**config.mk**
```make
export PLATFORM = sky130hd
export DESIGN_NAME = count_ones_pipe
export DESIGN_NICKNAME = d
export VERILOG_FILES = /design/src/rtl/count_ones_pipe_pkg.sv /design/src/rtl/popcount_chunk.sv /design/src/rtl/count_ones_pipe.sv
export SDC_FILE = /design/constraint.sdc
export NUM_CORES = 1
export LEC_CHECK = 0
export CAP_MARGIN = 20
export CORE_MARGIN = 3
export CORE_UTILIZATION = 40
export CTS_BUF_LIST = sky130_fd_sc_hd__clkbuf_4
export DETAILED_ROUTE_END_ITERATION = 6
export SLEW_MARGIN = 20
export SYNTH_ARGS = -nofsm -noshare
export SYNTH_HDL_FRONTEND = slang
export SYNTH_SLANG_ARGS = --single-unit
```
**constraint.sdc**
```tcl
create_clock -name clk -period 4.2 [get_ports clk]
set_clock_uncertainty 0.05 [all_clocks]
set_input_delay 1.05 -clock clk [delete_from_list [all_inputs] [get_ports clk]]
set_output_delay 1.05 -clock clk [all_outputs]
set_load 0.1 [all_outputs]
```
**src/rtl/count_ones_pipe_pkg.sv**
```systemverilog
// Shared constants and elaboration-time helpers for the pipelined population counter.
package count_ones_pipe_pkg;

  localparam int TMDB_CELLS    = 48;
  localparam int DEFAULT_CHUNK = 8;

  function automatic int clog2(input int v);
    int r;
    r = 0;
    while ((1 << r) < v) r++;
    return r;
  endfunction

  // Number of tree nodes alive at a given level (ceil(n / 2^lvl)).
  function automatic int nodes(input int n, input int lvl);
    return (n + (1 << lvl) - 1) >> lvl;
  endfunction

  function automatic int lvl_w(input int cw, input int lvl, input int out_w);
    return (cw + lvl < out_w) ? cw + lvl : out_w;
  endfunction

endpackage

```
**src/rtl/popcount_chunk.sv**
```systemverilog
// Combinational ones count over one CHUNK-bit slice of the hit vector.
module popcount_chunk
  import count_ones_pipe_pkg::*;
#(
  parameter int CHUNK = DEFAULT_CHUNK
) (
  input  logic [CHUNK-1:0]             bits_i,
  output logic [clog2(CHUNK+1)-1:0]    cnt_o
);

  localparam int CW = clog2(CHUNK + 1);

  always_comb begin
    cnt_o = '0;
    for (int i = 0; i < CHUNK; i++) cnt_o = cnt_o + CW'(bits_i[i]);
  end

endmodule

```
**src/rtl/count_ones_pipe.sv**
```systemverilog
// Pipelined popcount: registered chunk counters, a registered pairwise adder tree,
// and an output stage with threshold flag and clearable peak hold.
module count_ones_pipe
  import count_ones_pipe_pkg::*;
#(
  parameter int WIDTH = TMDB_CELLS,
  parameter int CHUNK = DEFAULT_CHUNK
) (
  input  logic                        clk,
  input  logic                        rst_n,
  input  logic                        in_valid,
  input  logic [WIDTH-1:0]            in_data,
  input  logic [clog2(WIDTH+1)-1:0]   threshold,
  input  logic                        peak_clr,
  output logic                        out_valid,
  output logic [clog2(WIDTH+1)-1:0]   out_count,
  output logic                        out_ge_thr,
  output logic [clog2(WIDTH+1)-1:0]   peak_count
);

  localparam int NCHUNK  = (WIDTH + CHUNK - 1) / CHUNK;
  localparam int OUT_W   = clog2(WIDTH + 1);
  localparam int LEVELS  = clog2(NCHUNK);
  localparam int LATENCY = LEVELS + 2;
  localparam int CW      = clog2(CHUNK + 1);
  localparam int PADW    = NCHUNK * CHUNK;

  logic [PADW-1:0] pad;
  assign pad = PADW'(in_data);

  for (genvar c = 0; c < NCHUNK; c++) begin : g_chunk
    logic [CW-1:0] cnt;
    popcount_chunk #(.CHUNK(CHUNK)) u_cnt (
      .bits_i (pad[c*CHUNK +: CHUNK]),
      .cnt_o  (cnt)
    );
  end

  // Level 0 holds the registered chunk counts; each later level halves the node count.
  // Odd tail nodes are registered pass-throughs so all paths share one latency.
  for (genvar l = 0; l <= LEVELS; l++) begin : g_lvl
    localparam int N  = nodes(NCHUNK, l);
    localparam int LW = lvl_w(CW, l, OUT_W);
    for (genvar k = 0; k < N; k++) begin : g_node
      logic [LW-1:0] sum_d, sum_q;
      if (l == 0) begin : g_leaf
        assign sum_d = LW'(g_chunk[k].cnt);
      end else begin : g_tree
        if (2*k + 1 < nodes(NCHUNK, l - 1)) begin : g_add
          assign sum_d = LW'(g_lvl[l-1].g_node[2*k].sum_q)
                       + LW'(g_lvl[l-1].g_node[2*k+1].sum_q);
        end else begin : g_pass
          assign sum_d = LW'(g_lvl[l-1].g_node[2*k].sum_q);
        end
      end
      always_ff @(posedge clk or negedge rst_n) begin
        if (!rst_n) sum_q <= '0;
        else        sum_q <= sum_d;
      end
    end
  end

  logic [LATENCY:1] vld_pipe_q;
  logic [OUT_W-1:0] root, cnt_q, peak_d, peak_q;
  logic             v_in, ge_q;

  assign root = OUT_W'(g_lvl[LEVELS].g_node[0].sum_q);
  assign v_in = vld_pipe_q[LATENCY-1];

  always_ff @(posedge clk or negedge rst_n) begin
    if (!rst_n) vld_pipe_q <= '0;
    else        vld_pipe_q <= {vld_pipe_q[LATENCY-1:1], in_valid};
  end

  // A clear coinciding with a valid result keeps that result rather than zero.
  always_comb begin
    peak_d = peak_q;
    if (peak_clr)                     peak_d = v_in ? root : '0;
    else if (v_in && (root > peak_q)) peak_d = root;
  end

  always_ff @(posedge clk or negedge rst_n) begin
    if (!rst_n) begin
      cnt_q  <= '0;
      ge_q   <= 1'b0;
      peak_q <= '0;
    end else begin
      cnt_q  <= root;
      ge_q   <= v_in && (root >= threshold);
      peak_q <= peak_d;
    end
  end

  assign out_valid  = vld_pipe_q[LATENCY];
  assign out_count  = cnt_q;
  assign out_ge_thr = ge_q;
  assign peak_count = peak_q;

endmodule
```
# [Yosys cells after proc, flatten, opt, wreduce, memory -nomap -nowiden]
# Cells that the tools add are included.
[classes] muxes=3 magnitude_cmp=2 reduce_logical=3 n_addsub=47
[ops] cell="$add A4 B1 Y4" n=36
[ops] cell="$mux W6" n=3
[ops] cell="$add A4 B4 Y5" n=3
[ops] cell="$add A1 B1 Y2" n=6
[ops] cell="$add A5 B5 Y6" n=1
[ops] cell="$add A6 B5 Y6" n=1
[ops] cell="$ge A6 B6 Y1" n=1
[ops] cell="$gt A6 B6 Y1" n=1
[ops] cell="$logic_and A1 B1 Y1" n=2
[ops] cell="$reduce_bool A2 Y1" n=1
[word_totals] ff_bits=74 out_inout_bits=14 wordCells=71 input_bits=58

# [Logic depth before layout (Yosys ltp)]
[depth] word_depth=7 ltp_mapped=9 ltp_nobuf=9

# [Hierarchy]
# From an unflattened synthesis, not the netlist that was laid out.
[unflattened] hier_cells=336 hier_area_um2=4057.6
[by_module_without_submodules] module="count_ones_pipe" area_each_um2=2916.5 cells_per_inst=192 seq_area_each_um2=1851.8 instances=1
[by_module_without_submodules] module="popcount_chunk" area_each_um2=190.2 cells_per_inst=24 seq_area_each_um2=0.0 instances=6

# [Least setup slack after synthesis]
# OpenSTA, ideal clock, no wires.
[synth_timing] kind="input -> register" startpoint="in in_data[8]" endpoint="reg g_lvl[0].g_node[1].sum_q[2]" path_buffers=0 setup_time_ns=0.123 arrival_time_ns=3.151 stages=7 slack_ns=0.876 t_required_ns=4.027 path_cell_list="ha_1 inv_1 fa_1 fa_1 fa_1 fa_1 xnor2_1"
[synth_between] elab_chain_len=7
[synth_rtl] item="start, declared" line_no="count_ones_pipe.sv:12" text="input logic [WIDTH-1:0] in_data,"
[synth_rtl] item="$add A1 B1 Y2" line_no="popcount_chunk.sv:15" text="for (int i = 0; i < CHUNK; i++) cnt_o = cnt_o + CW'(bits_i[i]);"
[synth_rtl] item="$add A4 B1 Y4 (6 in a row)" line_no="popcount_chunk.sv:15"
[synth_rtl] item="net g_chunk[1].cnt[2]" line_no="count_ones_pipe.sv:32" text="logic [CW-1:0] cnt;"
[synth_rtl] item="end signal, assigned" line_no="count_ones_pipe.sv:58" text="else sum_q <= sum_d;"
[synth_rtl] item="end, declared" line_no="count_ones_pipe.sv:45" text="logic [LW-1:0] sum_d, sum_q;"
# The timed path passes the listed nets, and every way through them passes these cells.
# A chain may end at the register's enable or synchronous reset.

# [Final worst setup path]
[layout_timing] startpoint="in in_data[16]" endpoint="reg g_lvl[0].g_node[2].sum_q[1]"
[layout_between] elab_chain_len=7
[layout_rtl] item="$add A1 B1 Y2" line_no="popcount_chunk.sv:15"
[layout_rtl] item="$add A4 B1 Y4 (6 in a row)" line_no="popcount_chunk.sv:15"
[layout_rtl] item="net g_chunk[2].cnt[1]" line_no="count_ones_pipe.sv:32"
[layout_rtl] item="end signal, assigned" line_no="count_ones_pipe.sv:58"
[layout_rtl] item="end, declared" line_no="count_ones_pipe.sv:45"
# The timed path passes the listed nets, and every way through them passes these cells.

==> results.cfg <==
[status]
status = finished clean

[yosys]
ys.flop_type = dfrtp_1
avgSynthCellArea_sq_um = 11.76
syn_nets = 489
yosysUniqueCellTypes = 26
synth-compound-area-share = 0.07781
yosysWarnings = 0
synth-seq-area-share = 0.4498
synthXorXnorAreaFrac = 0.04043
synthSimpleGateAreaFrac = 0.03708
synth-seq-cells = 74
synth_top_family_by_area = adder cells
async_reset_ff_frac = 1.000
yosys.area_share.adder = 0.2991
synth.area.mux_share = 0
synth_edf_count = 0
netlist_area_sq_mm = 0.004116
postSynthCellCount = 350

[die]
fp.dieH_microns = 107.4
boundaryPins = 72
core_sq_mm = 0.009910
die_x_microns = 107.4
num_rows = 36
die_area_sq_mm = 0.01154
start_util = 0.4154

[sta]
finalCritPeriodShare = 0.8108
finalWorstSetupSlack_ns = 0.7948
fmax_ghz = 0.2937
tightest_slew_ns = 0.9664
holdWs_ns = 0.3074
slew_headroom = 0.3537
hold_violations = 0
period_minus_slack_ns = 3.405
final_max_slew_viol_count = 0
setup_viol = 0
tns_ns = 0
rsz0062_at_grt = no

[power_and_ir_drop]
pwr-share-clk = 0.131
p_comb_frac = 0.524
seqPwrFrac = 0.344
switching_share = 0.4186
peakVddDrop_uv = 467.9
total_power_mw = 3.269
p_per_area_mw_per_mm2 = 637.4
power_switching_mw = 1.368
p_leak_nw = 2.674
p_int_mw = 1.901

[clock_tree]
cts_resized = 0
clock_path_buffers = 2
cts_sinks = 74
clk_pin_slew_ns = 0.10
cts_tree = built
ctsHoldBuffers = 0
clock_latency_ns = 0.40
cts_root_buffer = clkbuf_4
cts_inserted_buffers = 9
htree_num_levels = 3
post_cts_buffers = 0

[hold_path]
holdPathStages = 0
hp-class = reg -> reg
hold_path_startpoint = g_lvl[1].g_node[2].sum_q[4]
hold_path_end = g_lvl[2].g_node[1].sum_q[4]

[placement]
place_inst = 554
post-place-ws_ns = 0.3592
io_buffers = 71
gp_congestion = 0.7787
dp.final_hpwl_microns = 4684

[routing]
drc_errors = 0
viasPerCell = 4.333
drtIter0Drc = 89
via_count = 2470
routed_wl_microns = 5703
wire_per_inst_microns = 10.01
drt-pass1-iter-count = 4
ant_nets = 0

[layout]
final_cell_count_no_fill = 570
diodes = 0
drive_gt1_frac = 0.04577
syn_to_final_growth_pct = 24.59
layout.nets = 571

[worst_setup_path]
r2r-start = g_lvl[3].g_node[0].sum_q[4]
slowest_delay_ns = 0.49
worst-path-stages = 10
worst_r2r_endpoint = peak_count[5]
critPathLaunchType = primary input
crit_buf_inv = 5
end_kind = flip-flop
crit_required_ns = 4.49
cpLargestDelayFamily = adder cells
cp.arrival_ns = 3.69
worstSetupPathType = in -> reg
rrSetupSlack_ns = 2.42
crit_fanout = 2
reg2reg_depth = 6
crit_slowest_cell = fa_1
path_cells = clkdlybuf4s50_1 -> ha_1 -> inv_1 -> fa_1 -> fa_1 -> inv_1 -> fa_1 -> inv_1 -> fa_1 -> inv_1

[run]
cap_violations = 0

[global_routing]
overflow = 0
first_global_vias = 2522
antenna_found_initial = 0
grt_start_max_net_pins = 75
grt_usage = 0.1110
grt_pass1_wl_microns = 10230
## worst reg2reg max path, stage by stage (launching register included)
cell and delay, ns:
dfrtp_1 0.45, ha_1 0.33, and3_1 0.19, nand4_1 0.12
o311ai_1 0.13, a21oi_2 0.27, a22o_1 0.19
## power by group through the flow
stage                     Combinational (mW)  Clock (mW)  Sequential (mW)
final                                   1.71       0.430             1.12
after global routing                    1.95       0.478             1.16
after CTS                               1.75       0.449             1.13
after detailed placement                1.74           0             1.15
after global placement                  1.71           0             1.14
after floorplan                        0.978           0             1.50
## layout by cell type (no fill, tap or decap)
cell type | netlist | final
buf_4 | 0 | 1
a22o_1 | 6 | 6
nor3_1 | 1 | 1
a21oi_1 | 11 | 11
clkinv_1 | 0 | 1
xnor2_1 | 19 | 19
clkbuf_4 | 0 | 11
nor2b_1 | 11 | 11
o311ai_1 | 1 | 1
a2111oi_2 | 1 | 1
a21oi_2 | 2 | 2
nand2b_1 | 5 | 5
bufinv_16 | 0 | 1
ha_1 | 52 | 52
clkdlybuf4s50_1 | 0 | 70
nor2b_4 | 1 | 1
nand2_1 | 1 | 1
nand4_1 | 1 | 1
o21a_1 | 6 | 6
inv_1 | 105 | 105
a21o_1 | 10 | 10
o21bai_1 | 1 | 1
o21ai_0 | 5 | 5
o21ai_1 | 1 | 1
fa_1 | 29 | 29
nand3_1 | 2 | 2
dfrtp_1 | 74 | 74
clkinvlp_4 | 0 | 1
and3_1 | 1 | 1
clkinv_2 | 0 | 1
clkinv_4 | 0 | 1
o211ai_1 | 1 | 1
o22ai_1 | 1 | 1
nor2_1 | 2 | 2
## registers in the layout, summed over array words and instances (netlist names)
signal	count
out_ge_thr	1
out_count	6
vld_pipe_q	5
g_lvl.g_node.sum_q	56
peak_count	6
## area by class of cell
cell class,count,area [sq um]
clock buffer,11,82.58
clock inverter,5,55.05
fill,918,4781
inverter,105,394.1
multi-input combinational,171,1871
sequential,74,1852
tap,133,166.4
timing repair buffer,71,708.2
## routing by layer
metal / global-route usage / vias up / wire length [microns]
met2: 0.2020 / 59 / 2914
met1: 0.1278 / 1167 / 2389
met4: 0.04328 / 0 / 101
li1: - / 1234 / -
met3: 0.02220 / 10 / 298
met5: 0 / - / 0
## synth_stat cells (5+ instances only)
| master | number | area share |
|---|---|---|
| ha_1 | 52 | 0.16 |
| a21oi_1 | 11 | 0.013 |
| xnor2_1 | 19 | 0.040 |
| nor2b_1 | 11 | 0.017 |
| a22o_1 | 6 | 0.013 |
| o21ai_0 | 5 | 0.0061 |
| fa_1 | 29 | 0.14 |
| o21a_1 | 6 | 0.011 |
| nand2b_1 | 5 | 0.0076 |
| dfrtp_1 | 74 | 0.45 |
| a21o_1 | 10 | 0.018 |
| inv_1 | 105 | 0.096 |
## per-stage QoR
| stage | utilization | instance area [sq um] |
|---|---|---|
| 2_1_floorplan | - | 4116 |
| 3_3_place_gp | 0.5037 | 4991 |
| 3_5_place_dp | 0.5037 | 4991 |
| 4_1_cts | 0.5176 | 5129 |
| 5_1_grt | 0.5176 | 5129 |
| 6_report | 0.5176 | 5129 |
## logic make-up after synthesis
| family | count (synthesis) |
|---|---|
| adder cells (fa/ha/maj) | 81 |
| buffers and inverters | 105 |
| AND/OR/NAND/NOR | 25 |
| XOR/XNOR | 19 |
| flip-flops | 74 |
| AO/OA/AOI/OAI | 46 |
## how the worst max path moves through the flow
stage	slack [ns]	end	start
after global placement	0.39	g_lvl[0].g_node[3].sum_q[1]	in_data[24]
after global routing	0.69	g_lvl[0].g_node[2].sum_q[1]	in_data[16]
after floorplan	0.88	g_lvl[0].g_node[1].sum_q[2]	in_data[8]
after detailed placement	0.36	g_lvl[0].g_node[2].sum_q[1]	in_data[16]
final	0.79	g_lvl[0].g_node[2].sum_q[1]	in_data[16]
after CTS	0.80	g_lvl[0].g_node[2].sum_q[1]	in_data[16]
No activity file was read; power rests on OpenSTA's default activity.
